[src/rtl/rgb_pkg.sv]
`default_nettype none
// ============================================================================
//  Module   : rgb_pkg
//  Purpose  : Shared colour codes, per-channel fade state type and a colour
//             legality helper for the RGB fade driver.
//  Revision : 1.0  initial release
// ============================================================================
package rgb_pkg;

    localparam logic [2:0] COL_BLACK = 3'b000;
    localparam logic [2:0] COL_WHITE = 3'b111;
    localparam logic [2:0] COL_RESET = 3'b001;

    typedef enum logic [0:0] {
        HOLD = 1'b0,
        FADE = 1'b1
    } ch_state_t;

    // 000 and 111 never come from the sequencer; they mark a broken bus.
    function automatic logic is_illegal(input logic [2:0] col);
        return (col == COL_BLACK) || (col == COL_WHITE);
    endfunction

endpackage
`default_nettype wire

[src/rtl/rgb_fade_channel.sv]
`default_nettype none
// ============================================================================
//  Module   : rgb_fade_channel
//  Purpose  : One LED channel: linear duty fade toward a full-on/full-off
//             target, stepped once per PWM period, and PWM comparison.
//             Build option GAMMA_EN: square-law compare value (registered).
//  Revision : 1.0  initial release
// ============================================================================
module rgb_fade_channel
    import rgb_pkg::*;
#(
    parameter int PWM_BITS  = 8,
    parameter int FADE_STEP = 1
) (
    input  logic                clk,
    input  logic                rst,
    input  logic                wrap,
    input  logic                tgt_on,
    input  logic [PWM_BITS-1:0] cnt,
    input  logic                enable,
    output logic                led,
    output logic                fading
);

    // One extra bit so step arithmetic never wraps around.
    localparam logic [PWM_BITS:0] c_MAX  = {1'b0, {PWM_BITS{1'b1}}};
    localparam logic [PWM_BITS:0] c_STEP = FADE_STEP[PWM_BITS:0];

    ch_state_t             r_state;
    ch_state_t             w_state_next;
    logic [PWM_BITS-1:0]   r_duty;
    logic [PWM_BITS-1:0]   w_duty_next;
    logic [PWM_BITS:0]     w_duty_w;
    logic [PWM_BITS:0]     w_target;
    logic [PWM_BITS:0]     w_sum;
    logic [PWM_BITS:0]     w_stepped;
    logic [PWM_BITS-1:0]   w_cmp;
    logic                  r_led;

    assign w_duty_w = {1'b0, r_duty};
    assign w_target = tgt_on ? c_MAX : '0;

    // Candidate duty after one saturating step toward the target.
    always_comb begin
        w_sum     = w_duty_w + c_STEP;
        w_stepped = w_duty_w;
        if (w_duty_w < w_target) begin
            w_stepped = (w_sum >= w_target) ? w_target : w_sum;
        end else if (w_duty_w > w_target) begin
            w_stepped = (w_duty_w >= (w_target + c_STEP)) ? (w_duty_w - c_STEP) : w_target;
        end
    end

    // State and duty registers; duty only moves at the period boundary.
    always_ff @(posedge clk) begin
        if (rst) begin
            r_state <= HOLD;
            r_duty  <= '0;
        end else begin
            r_state <= w_state_next;
            r_duty  <= w_duty_next;
        end
    end

    // Next-state / next-duty: leave FADE on the wrap that lands on target,
    // or immediately if the target swung back to the current duty.
    always_comb begin
        w_state_next = r_state;
        w_duty_next  = r_duty;
        if (wrap) begin
            w_duty_next = w_stepped[PWM_BITS-1:0];
        end
        case (r_state)
            HOLD: begin
                if ((w_duty_w != w_target) && !(wrap && (w_stepped == w_target))) begin
                    w_state_next = FADE;
                end
            end
            FADE: begin
                if (w_duty_w == w_target) begin
                    w_state_next = HOLD;
                end else if (wrap && (w_stepped == w_target)) begin
                    w_state_next = HOLD;
                end
            end
            default: w_state_next = HOLD;
        endcase
    end

`ifdef GAMMA_EN
    logic [2*PWM_BITS-1:0] w_sq;
    logic [PWM_BITS-1:0]   r_cmp;

    assign w_sq = r_duty * r_duty;

    // Registered square-law compare value for perceptual brightness.
    always_ff @(posedge clk) begin
        if (rst) begin
            r_cmp <= '0;
        end else begin
            r_cmp <= w_sq[2*PWM_BITS-1:PWM_BITS];
        end
    end

    assign w_cmp = r_cmp;
`else
    assign w_cmp = r_duty;
`endif

    // PWM output, gated by enable; registered for clean pin timing.
    always_ff @(posedge clk) begin
        if (rst) begin
            r_led <= 1'b0;
        end else begin
            r_led <= enable & (cnt < w_cmp);
        end
    end

    assign led    = r_led;
    assign fading = (r_state == FADE);

endmodule
`default_nettype wire

[src/rtl/rgb_fade_driver.sv]
`default_nettype none
// ============================================================================
//  Module   : rgb_fade_driver
//  Purpose  : Decodes the 3-bit colour bus into three fading PWM LED
//             channels, flags illegal codes and reports fade activity.
//             Build option GAMMA_EN: square-law brightness in each channel.
//  Revision : 1.0  initial release
// ============================================================================
module rgb_fade_driver
    import rgb_pkg::*;
#(
    parameter int PWM_BITS  = 8,
    parameter int FADE_STEP = 1
) (
    input  logic       clk,
    input  logic       rst,
    input  logic       enable,
    input  logic [2:0] colour,
    output logic       led_r,
    output logic       led_g,
    output logic       led_b,
    output logic       illegal,
    output logic       busy
);

    localparam logic [PWM_BITS-1:0] c_CNT_MAX = {PWM_BITS{1'b1}};

    logic [PWM_BITS-1:0] r_cnt;
    logic                w_wrap;
    logic [2:0]          r_target;
    logic                r_illegal;
    logic                r_busy;
    logic [2:0]          w_fading;
    logic [2:0]          w_led;

    assign w_wrap = (r_cnt == c_CNT_MAX);

    // Free-running PWM period counter.
    always_ff @(posedge clk) begin
        if (rst) begin
            r_cnt <= '0;
        end else begin
            r_cnt <= r_cnt + 1'b1;
        end
    end

    // Latch legal colours as targets; illegal codes keep the last target.
    always_ff @(posedge clk) begin
        if (rst) begin
            r_target  <= COL_RESET;
            r_illegal <= 1'b0;
        end else begin
            r_illegal <= is_illegal(colour);
            if (!is_illegal(colour)) begin
                r_target <= colour;
            end
        end
    end

    // Any channel still fading makes the block busy.
    always_ff @(posedge clk) begin
        if (rst) begin
            r_busy <= 1'b0;
        end else begin
            r_busy <= |w_fading;
        end
    end

    // Channel 2 = red, 1 = green, 0 = blue, matching the colour bit order.
    generate
        for (genvar gi = 0; gi < 3; gi++) begin : g_ch
            rgb_fade_channel #(
                .PWM_BITS  (PWM_BITS),
                .FADE_STEP (FADE_STEP)
            ) u_ch (
                .clk    (clk),
                .rst    (rst),
                .wrap   (w_wrap),
                .tgt_on (r_target[gi]),
                .cnt    (r_cnt),
                .enable (enable),
                .led    (w_led[gi]),
                .fading (w_fading[gi])
            );
        end
    endgenerate

    assign led_r   = w_led[2];
    assign led_g   = w_led[1];
    assign led_b   = w_led[0];
    assign illegal = r_illegal;
    assign busy    = r_busy;

endmodule
`default_nettype wire
[config.mk]
export PLATFORM = sky130hd
export DESIGN_NAME = rgb_fade_driver
export DESIGN_NICKNAME = d
export VERILOG_FILES = /design/src/rtl/rgb_pkg.sv /design/src/rtl/rgb_fade_channel.sv /design/src/rtl/rgb_fade_driver.sv
export SDC_FILE = /design/constraint.sdc
export NUM_CORES = 1
export LEC_CHECK = 0
export BUFFER_PORTS_ARGS = -buffer_cell sky130_fd_sc_hd__buf_4
export CORE_MARGIN = 1.5
export CORE_UTILIZATION = 35
export DETAILED_ROUTE_END_ITERATION = 6
export PLACE_DENSITY = 0.61
export REMOVE_ABC_BUFFERS = 1
export SLEW_MARGIN = 20
export SYNTH_ARGS = -nofsm -noshare
export SYNTH_HDL_FRONTEND = slang
export SYNTH_SLANG_ARGS = --single-unit
[constraint.sdc]
create_clock -name clk -period 3.6 [get_ports clk]
set_input_delay 0.36 -clock clk [delete_from_list [all_inputs] [get_ports clk]]
set_output_delay 0.36 -clock clk [all_outputs]
set_load 0.005 [all_outputs]
==> run metrics, run 1 <==
pin count of the biggest net entering global routing 42; hpwl dp 12.6 mm; status complete, no violations; EDFF count, synth 0; max-slew violations 0; Chip Height 126 µm; achievable clock frequency ~0.29 GHz; antenna fix cells 0; total core area 0.0146 mm²; CTS clk-pin slew, worst paths 0.06 ns; top_reg_cell synth dfxtp_1; slew margin rel. 58.2%; global-route wire length before repair 27.6 mm; synth cell count leaders ha_1, nor2_1, dfxtp_1, a21oi_1, inv_1; Final setup viols 0; Setup Skew 0.00376 ns; Post-synth ARST share 0%; Arr. time, crit path 3.63 ns; pwr dens 248 mW/mm²; top-area cell type share of the netlist area between 10% and 20%; Critical path origin g_ch[0].u_ch.r_duty[0]; CTS Buf Count 5; Worst-Skew Late Latency 0.28 ns; worst-path maximum fanout 6; Die Span X 126 µm; Remaining Overflow, GRT 0; number of iterations in the first detailed-routing pass 5; # IOs 11; row count between 40 and 50; reg2reg start g_ch[0].u_ch.r_duty[0]; number of global-route vias before repair 5465; Synth warnings 0; Worst setup EP type flop; layout net count 798; crit path time final 3.45 ns; # clock sinks 43; most frequent cell after synthesis ha_1; Root Buffer clkbuf_16; initial antenna violation count 0; worst hold path type primary input to flop; synth unique cells between 70 and 80; via count 5562; Multi-input gate area 0.00410 mm²; Hold Vio Cnt, Final 0; Worst Setup Path Type flop to flop; mapped cell area between 0.005 and 0.006 mm²; post-synthesis sequential area ratio between 10% and 20%; synthesized instance count between 600 and 700; H-tree levels 2; CP startpoint kind flop; CTS max path bufs 2; Synth area leader ha_1; WP data required 3.78 ns; reg2reg setup slack ~0.15 ns; DR vias/cell 6.21; RSZ-0062 raised after global routing true; Max-cap violations 0; fin worst setup slack 0.147 ns; total power 1.48 mW; full die area 0.0158 mm²; FF-to-FF path depth 12; post-synthesis register bit count 43; Max IR drop VDD between 200 and 250 µV; Antenna Nets Post-Route 0; PortBufs 10; TritonCTS clock tree built; Place WS 0.0505 ns; critical path endpoint g_ch[0].u_ch.fading; syn avg cell area 7.70 µm²; r2r endpoint g_ch[0].u_ch.fading; area delta synth->final 13.7%; final core utilization slightly above 40%; largest cells by area after synthesis ha_1, dfxtp_1, a211oi_1, nor2_1, a21oi_1; Worst-Margin Slew 0.619 ns; Fillers roughly 1500; routed len/inst 18.5 µm; Post-route DRC 0; initial DRC count 685; Initial Util 36.0%; WL final 16.6 mm; Global Route Usage Sum 21.1%; RePlAce Congestion around 1; leak pwr about 2.5 nW; layout cell share with drive strength beyond 1 12.8%; Register Area 866 µm²; Final period util 95.9%
[layout make-up]
type                       count  area share, %
tap                          184           3.86
multi-input combinational    562           68.6
clock inverter                 2           1.01
sequential                    43           14.5
clock buffer                   6           2.16
inverter                      39           2.45
timing repair buffer          59           7.42
[stage by stage]
stage | instances | hold WS [ns] | setup TNS [ns] | instance area, µm²
2_1_floorplan | 644 | 0.415 | 0 | 5090
3_3_place_gp | 885 | 0.450 | 0 | 5750
3_5_place_dp | 885 | 0.460 | 0 | 5750
4_1_cts | 893 | 0.361 | 0 | 5940
5_1_grt | 895 | 0.372 | -0.0741 | 5970
6_report | 895 | 0.368 | 0 | 5970
[kinds of logic (layout without fill, tap and decap cells)]
| group | Yosys count | count (layout) | share of synthesized area (%) |
|---|---|---|---|
| buffers and inverters | 77 | 106 | 5.86 |
| flip-flops | 43 | 43 | 16.4 |
| XOR/XNOR | 22 | 22 | 3.67 |
| multiplexers | 2 | 2 | 0.381 |
| AO/OA/AOI/OAI | 224 | 224 | 30.7 |
| AND/OR/NAND/NOR | 232 | 232 | 23.5 |
| adder cells (fa/ha/maj) | 82 | 82 | 19.5 |
[placed cells by master (no fill, tap or decap), drive strengths merged, types with 6 or more instances in the layout]
cell type	netlist	layout
or3	18	18
o221ai	9	9
a211o	9	9
nor2	59	59
buf	10	59
a31oi	12	12
nor4	11	11
a21oi	39	39
nand4	10	10
ha	82	82
a21o	22	22
nand3	27	27
xor2	6	6
a211oi	33	33
nand2	31	31
nand2b	9	9
dfxtp	43	43
inv	39	39
xnor2	16	16
clkbuf	28	6
nor3	24	24
and3	6	6
nor2b	7	7
o21ai	29	29
a22oi	6	6
[sequential cells by signal, summed over array words and instances (netlist names)]
register / cells
g_ch.u_ch.r_duty: 24
r_cnt: 8
g_ch.u_ch.fading: 3
g_ch.u_ch.led: 3
r_target: 3
busy: 1
illegal: 1
[where the power goes]
group          internal (mW)  switching (mW)  total [mW]
Clock                  0.398           0.190       0.588
Combinational          0.169           0.227       0.395
Sequential             0.487          0.0101       0.497
[worst min-delay path by stage]
stage                   startpoint      end  slack (ns)  cells after the start
2_1_floorplan  g_ch[2].u_ch.fading     busy        0.42                      2
3_3_place_gp   g_ch[1].u_ch.fading     busy        0.45                      2
3_5_place_dp   g_ch[0].u_ch.fading     busy        0.46                      2
4_1_cts                  colour[2]  illegal        0.36                      3
5_1_grt                  colour[2]  illegal        0.37                      3
6_report                 colour[2]  illegal        0.37                      3
[critical path: stages (launching register included)]
cell	delay, ns
dfxtp_1	0.43
ha_1	0.26
xor2_1	0.22
ha_1	0.27
o21a_1	0.17
o21ai_0	0.27
a221oi_2	0.17
buf_4	0.18
or3_1	0.34
a31oi_1	0.28
nand3_1	0.11
or4_1	0.48
and3_1	0.18
[per-layer routing]
metal  GRT usage [%]  part of all wire (%)  vias to the layer above
met3            3.34                   7.5                       33
li1                -                     -                     2671
met1            28.9                    45                     2599
met2            34.0                    46                      259
met4            6.48                   1.8                        0
met5               0                     0                        -
[repair_timing]
action	in CTS	in global routing
endpoints found under the setup margin	0	2
gates resized for setup	0	6
hold buffers	0	0
hold endpoints to repair	0	0
buffers inserted	0	2
No activity file was read; power rests on OpenSTA's default activity.
==> run 2, diff against run 1 <==
Settings changed: BUFFER_PORTS_ARGS -buffer_cell sky130_fd_sc_hd__buf_4 to not set, CORE_MARGIN 1.5 to 8, DONT_BUFFER_PORTS set to 1, SYNTH_HIERARCHICAL set to 1.
==> run 2 against run 1 <==
  * Synthesized area up 13%
  * Combinational power is 3% higher
  * Cell count rose by 4.4%
  * Clock power is 8.3% lower
  * First-iteration DRC count decreased by 30%
  * Total power fell by 2.5%
  * Non-clock buffer count down 26
  * Global-route usage fell by 6.1 points
  * Setup slack improved by 0.19 ns
  * Final area rose by 6.9%
  * Sequential share of layout area down 0.97 points
  * Sequential power is essentially flat
  * Critical endpoint is now g_ch[2].u_ch/fading
==> run metrics, run 2 <==
Worst path most repeated cell nor4_2 (was ha_1); row count 47 (was 44); H-tree levels 2 (unchanged); Critical Path, Cell by Cell inv_1, ha_1, nand4b_2, a211oi_2, or4_1, o31ai_2, nand4_1, nor4_2, nor4_2 (was ha_1, xor2_1, ha_1, o21a_1, o21ai_0, a221oi_2, buf_4, or3_1, a31oi_1, nand3_1, or4_1, and3_1); Final period util 90.6% (was 95.9%); Fillers 1735 (was 1465); TritonCTS clock tree built (unchanged); largest cells by area after synthesis ha_1, dfxtp_1, a21oi_1, nor2_1, nor3_1 (was ha_1, dfxtp_1, a211oi_1, nor2_1, a21oi_1); RSZ-0062 raised after global routing false (was true); non-filler cells, final 934 (was 895); initial DRC count 479 (was 685); # IOs 11 (unchanged); crit path time final 3.26 ns (was 3.45 ns); Critical-path top delay cell or4_1 (unchanged); area delta synth->final 7.48% (was 13.7%); worst-path maximum fanout 14 (was 6); Place WS 0.167 ns (was 0.0505 ns); PortBufs 0 (was 10); Remaining Overflow, GRT 0 (unchanged); Root Buffer clkbuf_16 (unchanged); crit-path max cell delay 0.78 ns (was 0.48 ns); CTS clk-pin slew, worst paths 0.06 ns (about the same); WL final 16.3 mm (was 16.6 mm); Max IR drop VDD 235 µV (was 218 µV); leak pwr 2.48 nW (was 2.51 nW); synthesized instance count 713 (was 682); DR vias/cell 5.96 (was 6.21); Largest Register g_ch.u_ch/r_duty (was g_ch.u_ch.r_duty); Worst Setup Path Type flop to flop (unchanged); sum of negative setup slack 0 ns (unchanged); Chip Height 146 µm (was 126 µm); mapped cell area 0.00594 mm² (was 0.00525 mm²); synth cell count leaders ha_1, nor2_1, inv_1, a21oi_1, dfxtp_1 (was ha_1, nor2_1, dfxtp_1, a21oi_1, inv_1); layout cell share with drive strength beyond 1 17.5% (was 12.8%); most frequent cell after synthesis ha_1 (unchanged); Hold-fix buffers, CTS 0 (unchanged); Global Route Usage Sum 15.0% (was 21.1%); Synth area leader ha_1 (unchanged); WHS 0.147 ns (was 0.368 ns); Die Span X 146 µm (was 126 µm); full die area 0.0214 mm² (was 0.0158 mm²); routed len/inst 17.5 µm (was 18.5 µm); Post-Place Cells 926 (was 885); commonest non-fill, non-tap cell in the layout ha_1 (unchanged); Arr. time, crit path 3.43 ns (was 3.63 ns); Post-route DRC 0 (unchanged); # clock sinks 43 (unchanged); total power 1.44 mW (was 1.48 mW); Antenna Nets Post-Route 0 (unchanged); CTS max path bufs 2 (unchanged); max-slew violations 0 (unchanged); EDFF count, synth 0 (unchanged); post-synthesis sequential area ratio 14.5% (was 16.4%); number of flip-flops in the largest register 24 (unchanged); top-area cell type share of the netlist area 17.3% (was 19.5%); post-synthesis register bit count 43 (unchanged); number of global-route vias before repair 5251 (was 5465); area post-placement 0.00620 mm² (was 0.00575 mm²); worst hold path type primary input to flop (unchanged); Initial Util 35.8% (was 36.0%); status complete, no violations (unchanged); fin worst setup slack 0.337 ns (was 0.147 ns); Final setup viols 0 (unchanged); Synth warnings 6 (was 0); global-route wire length before repair 27.1 mm (was 27.6 mm); hpwl dp 12.5 mm (was 12.6 mm); Setup Skew 0.00516 ns (was 0.00376 ns); Post-synth ARST share 0% (unchanged); total core area 0.0166 mm² (was 0.0146 mm²); Worst-Skew Late Latency 0.29 ns (was 0.28 ns); Largest regs g_ch.u_ch/r_duty x24, r_cnt x8 (was g_ch.u_ch.r_duty x24, r_cnt x8); CP startpoint kind flop (unchanged); final core utilization 38.5% (was 40.9%); initial antenna violation count 0 (unchanged); top_reg_cell synth dfxtp_1 (unchanged); achievable clock frequency 0.306 GHz (was 0.290 GHz); Multi-input gate area 0.00464 mm² (was 0.00410 mm²); via count 5570 (was 5562); layout net count 801 (was 798); design area 0.00638 mm² (was 0.00597 mm²); WP data required 3.77 ns (was 3.78 ns); number of iterations in the first detailed-routing pass 7 (was 5); pwr dens 226 mW/mm² (was 248 mW/mm²); pin count of the biggest net entering global routing 44 (was 42); Max-cap violations 0 (unchanged); Worst setup EP type flop (unchanged); synth unique cells 65 (was 76); CTS Buf Count 5 (unchanged); slew margin rel. 59.3% (was 58.2%); Hold Vio Cnt, Final 0 (unchanged); antenna fix cells 0 (unchanged); Worst-Margin Slew 0.608 ns (was 0.619 ns); commonest non-fill, non-tap cells in the layout ha_1, nor2_1, inv_1 (was ha_1, buf_4, nor2_1); syn avg cell area 8.33 µm² (was 7.70 µm²); RePlAce Congestion 0.951 (was 0.995); Register Area 863 µm² (was 866 µm²)
run 2: changes by cell type in the layout (fill, tap and decap cells not counted), sizes merged, moves of 9 or more:
cell	before	now
buf	59	33
nor3	24	46
a21oi	39	52
o211ai	5	18
o31ai	3	15
or3	18	7
nor4	11	21
a211o	9	0
a31oi	12	3
o221ai	9	0
run 2: logic make-up after synthesis:
logic type               share of synthesized area [%]
AND/OR/NAND/NOR                                   26.2
flip-flops                                        14.5
AO/OA/AOI/OAI                                     30.8
multiplexers                                     0.506
XOR/XNOR                                          3.10
adder cells (fa/ha/maj)                           17.3
buffers and inverters                             7.58
run 2: worst max-delay path, delay by kind of cell (launching register included):
kind	cells	cell delay [ns]
and+or+nand+nor	5	1.52
DFF	1	0.57
AOI/OAI and AO/OA	2	0.54
adders and majority gates	1	0.34
buffers and inverters	1	0.16
run 2: final cells by class:
cell class | count | share of cell area, %
sequential | 43 | 13.5
clock buffer | 6 | 2.18
inverter | 50 | 2.94
timing repair buffer | 33 | 3.88
multi-input combinational | 580 | 72.6
tap | 220 | 4.31
clock inverter | 2 | 0.549
run 2: repair_timing:
item	4_1_cts	5_1_grt
setup buffers	0	0
hold endpoints to repair	0	0
endpoints found under the setup margin	0	2
resized for setup	0	3
run 2: worst paths after layout:
kind | start | end | slack (ns) | depth (start not counted)
max | g_ch[2].u_ch/r_duty[7] | g_ch[2].u_ch/fading | 0.34 | 9
min | rst | g_ch[1].u_ch/r_duty[3] | 0.15 | 1
max reg2reg | g_ch[2].u_ch/r_duty[7] | g_ch[2].u_ch/fading | 0.34 | 9
min reg2reg | g_ch[0].u_ch/fading | busy | 0.46 | 2
run 2: report_power, final:
| part | switching, mW | internal, mW |
|---|---|---|
| Combinational | 0.240 | 0.166 |
| Sequential | 0.0120 | 0.487 |
| Clock | 0.194 | 0.345 |
run 2: layer usage:
layer	vias to the layer above	GRT usage, %	share of wire, %
met4	0	4.43	1.9
met1	2575	20.5	47
met5	-	0	0
li1	2734	-	-
met2	230	23.2	44
met3	31	2.90	7.0
==> run 3, diff against run 2 <==
Settings changed: CORE_UTILIZATION 35 to 40, PLACE_DENSITY 0.61 to 0.66.
==> run 3 against run 2 <==
  * Clock skew grew 0.0052 ns
  * Routed wire length shrank 1.8%
  * Combinational power is essentially flat
  * Critical endpoint is now g_ch[1].u_ch/fading
  * Setup slack lost 0.099 ns
  * Cell count shrank 3.7%
  * Sequential share of layout area grew 0.082 points
  * First-iteration DRC count grew 36%
  * Register-to-register slack lost 0.099 ns
  * Non-clock buffer count grew 1
  * Via count grew 0.63%
  * Worst hold slack lost 0.018 ns
  * Total power grew 0.39%
==> run metrics, run 3 (synthesized netlist as in run 2, its figures left out) <==
status complete, no violations (unchanged); Arr. time, crit path 3.55 ns (was 3.43 ns); via count 5605 (was 5570); slew margin rel. 53.1% (was 59.3%); Hold Vio Cnt, Final 0 (unchanged); worst hold path type primary input to flop (unchanged); Root Buffer clkbuf_16 (unchanged); Worst setup EP type flop (unchanged); H-tree levels 2 (unchanged); number of global-route vias before repair 5352 (was 5251); leak pwr 2.47 nW (was 2.48 nW); WL final 16.1 mm (was 16.3 mm); area delta synth->final 6.68% (was 7.48%); initial antenna violation count 0 (unchanged); commonest non-fill, non-tap cell in the layout ha_1 (unchanged); layout net count 802 (was 801); PortBufs 0 (unchanged); Antenna Nets Post-Route 0 (unchanged); # IOs 11 (unchanged); row count 44 (was 47); Remaining Overflow, GRT 0 (unchanged); Final period util 93.4% (was 90.6%); post-CTS setup buffer count 0 (unchanged); max-slew violations 0 (unchanged); worst-path maximum fanout 10 (was 14); # clock sinks 43 (unchanged); Post-route DRC 0 (unchanged); Worst-Skew Late Latency 0.29 ns (about the same); TritonCTS clock tree built (unchanged); Max-cap violations 0 (unchanged); Chip Height 138 µm (was 146 µm); hpwl dp 12.0 mm (was 12.5 mm); antenna fix cells 0 (unchanged); Critical-path top delay cell o41ai_4 (was or4_1); layout cell share with drive strength beyond 1 17.3% (was 17.5%); CTS clk-pin slew, worst paths 0.07 ns (was 0.06 ns); routed len/inst 17.9 µm (was 17.5 µm); Worst-Margin Slew 0.698 ns (was 0.608 ns); Largest regs g_ch.u_ch/r_duty x24, r_cnt x8 (unchanged); full die area 0.0190 mm² (was 0.0214 mm²); total core area 0.0145 mm² (was 0.0166 mm²); pin count of the biggest net entering global routing 44 (unchanged); Fillers 1453 (was 1735); crit path time final 3.36 ns (was 3.26 ns); initial DRC count 653 (was 479); Max IR drop VDD 201 µV (was 235 µV); Critical Path, Cell by Cell and4_1, nand4_1, xnor2_1, ha_1, nand3_1, o41ai_4, nor3_1, o31ai_2, nand4_1, nor4_2, nor4_2 (was inv_1, ha_1, nand4b_2, a211oi_2, or4_1, o31ai_2, nand4_1, nor4_2, nor4_2); commonest non-fill, non-tap cells in the layout ha_1, nor2_1, inv_1 (unchanged); achievable clock frequency 0.297 GHz (was 0.306 GHz); Die Span X 138 µm (was 146 µm); RSZ-0062 raised after global routing false (unchanged); Largest Register g_ch.u_ch/r_duty (unchanged); global-route wire length before repair 27.0 mm (was 27.1 mm); WP data required 3.79 ns (was 3.77 ns); RePlAce Congestion 0.970 (was 0.951); Post-Place Cells 891 (was 926); CTS Buf Count 5 (unchanged); Setup Skew 0.0104 ns (was 0.00516 ns); DR vias/cell 6.23 (was 5.96); number of iterations in the first detailed-routing pass 6 (was 7); crit-path max cell delay 0.68 ns (was 0.78 ns); CP startpoint kind flop (unchanged); pwr dens 229 mW/mm² (was 226 mW/mm²); CTS max path bufs 2 (unchanged); Global Route Usage Sum 17.3% (was 15.0%); Worst Setup Path Type flop to flop (unchanged); non-filler cells, final 899 (was 934); number of flip-flops in the largest register 24 (unchanged); sum of negative setup slack 0 ns (unchanged); Initial Util 40.9% (was 35.8%); Final setup viols 0 (unchanged)
==> run 3: worst max-delay path: cells and delay by family (launching register included) <==
kind	cells	cell delay, ns
xor+xnor	1	0.21
compound gates	2	0.96
simple gates	7	1.23
fa+ha+maj	1	0.33
flops	1	0.52
==> run 3: final timing paths <==
check,start,to,slack (ns),cells after the start
setup / recovery,g_ch[1].u_ch/r_duty[5],g_ch[1].u_ch/fading,0.24,11
setup reg to reg,g_ch[1].u_ch/r_duty[5],g_ch[1].u_ch/fading,0.24,11
hold / removal,rst,g_ch[1].u_ch/r_duty[3],0.13,1
hold reg to reg,g_ch[0].u_ch/fading,busy,0.47,2
==> run 3: timing repair <==
action | in CTS | in global routing
hold endpoints to repair | 0 | 0
hold buffers | 0 | 0
gates resized for setup | 0 | 1
setup endpoints to repair | 0 | 1
==> run 3: through the flow <==
step / total power, mW / worst slack [ns] / hold slack (ns) / utilization (%) / instance area, µm²
2_1_floorplan: 0.818 / 0.353 / 0.415 / - / 5680
3_3_place_gp: 0.904 / 0.178 / 0.439 / 42.4 / 6160
5_1_grt: 1.51 / 0.0382 / 0.119 / 43.6 / 6340
4_1_cts: 1.45 / 0.109 / 0.126 / 43.6 / 6330
3_5_place_dp: 0.901 / 0.146 / 0.442 / 42.4 / 6160
6_report: 1.45 / 0.238 / 0.129 / 43.6 / 6340
==> run 3: per-layer routing <==
metal	up-vias	wire length, µm	part of all wire, %	GRT usage [%]
li1	2727	-	-	-
met1	2583	7370	46	23.2
met3	50	1280	8.0	3.99
met2	245	6960	43	26.4
met5	-	0	0	0
met4	0	445	2.8	6.33
==> run 3: report_power, final <==
part	internal, mW	total (mW)	switching, mW	leakage (nW)
registers	0.487	0.497	0.0106	0.350
clock network	0.332	0.549	0.217	0.0844
logic	0.166	0.404	0.238	2.04
==> run 3: cell type report <==
class	count	area (µm²)	share of cell area [%]
flip-flops and latches	43	862	13.6
repair buffers	34	255	4.03
inverters	50	188	2.96
well taps	184	230	3.63
clock buffers	5	125	1.97
clock inverters	3	47.5	0.750
multi-input cells	580	4630	73.0
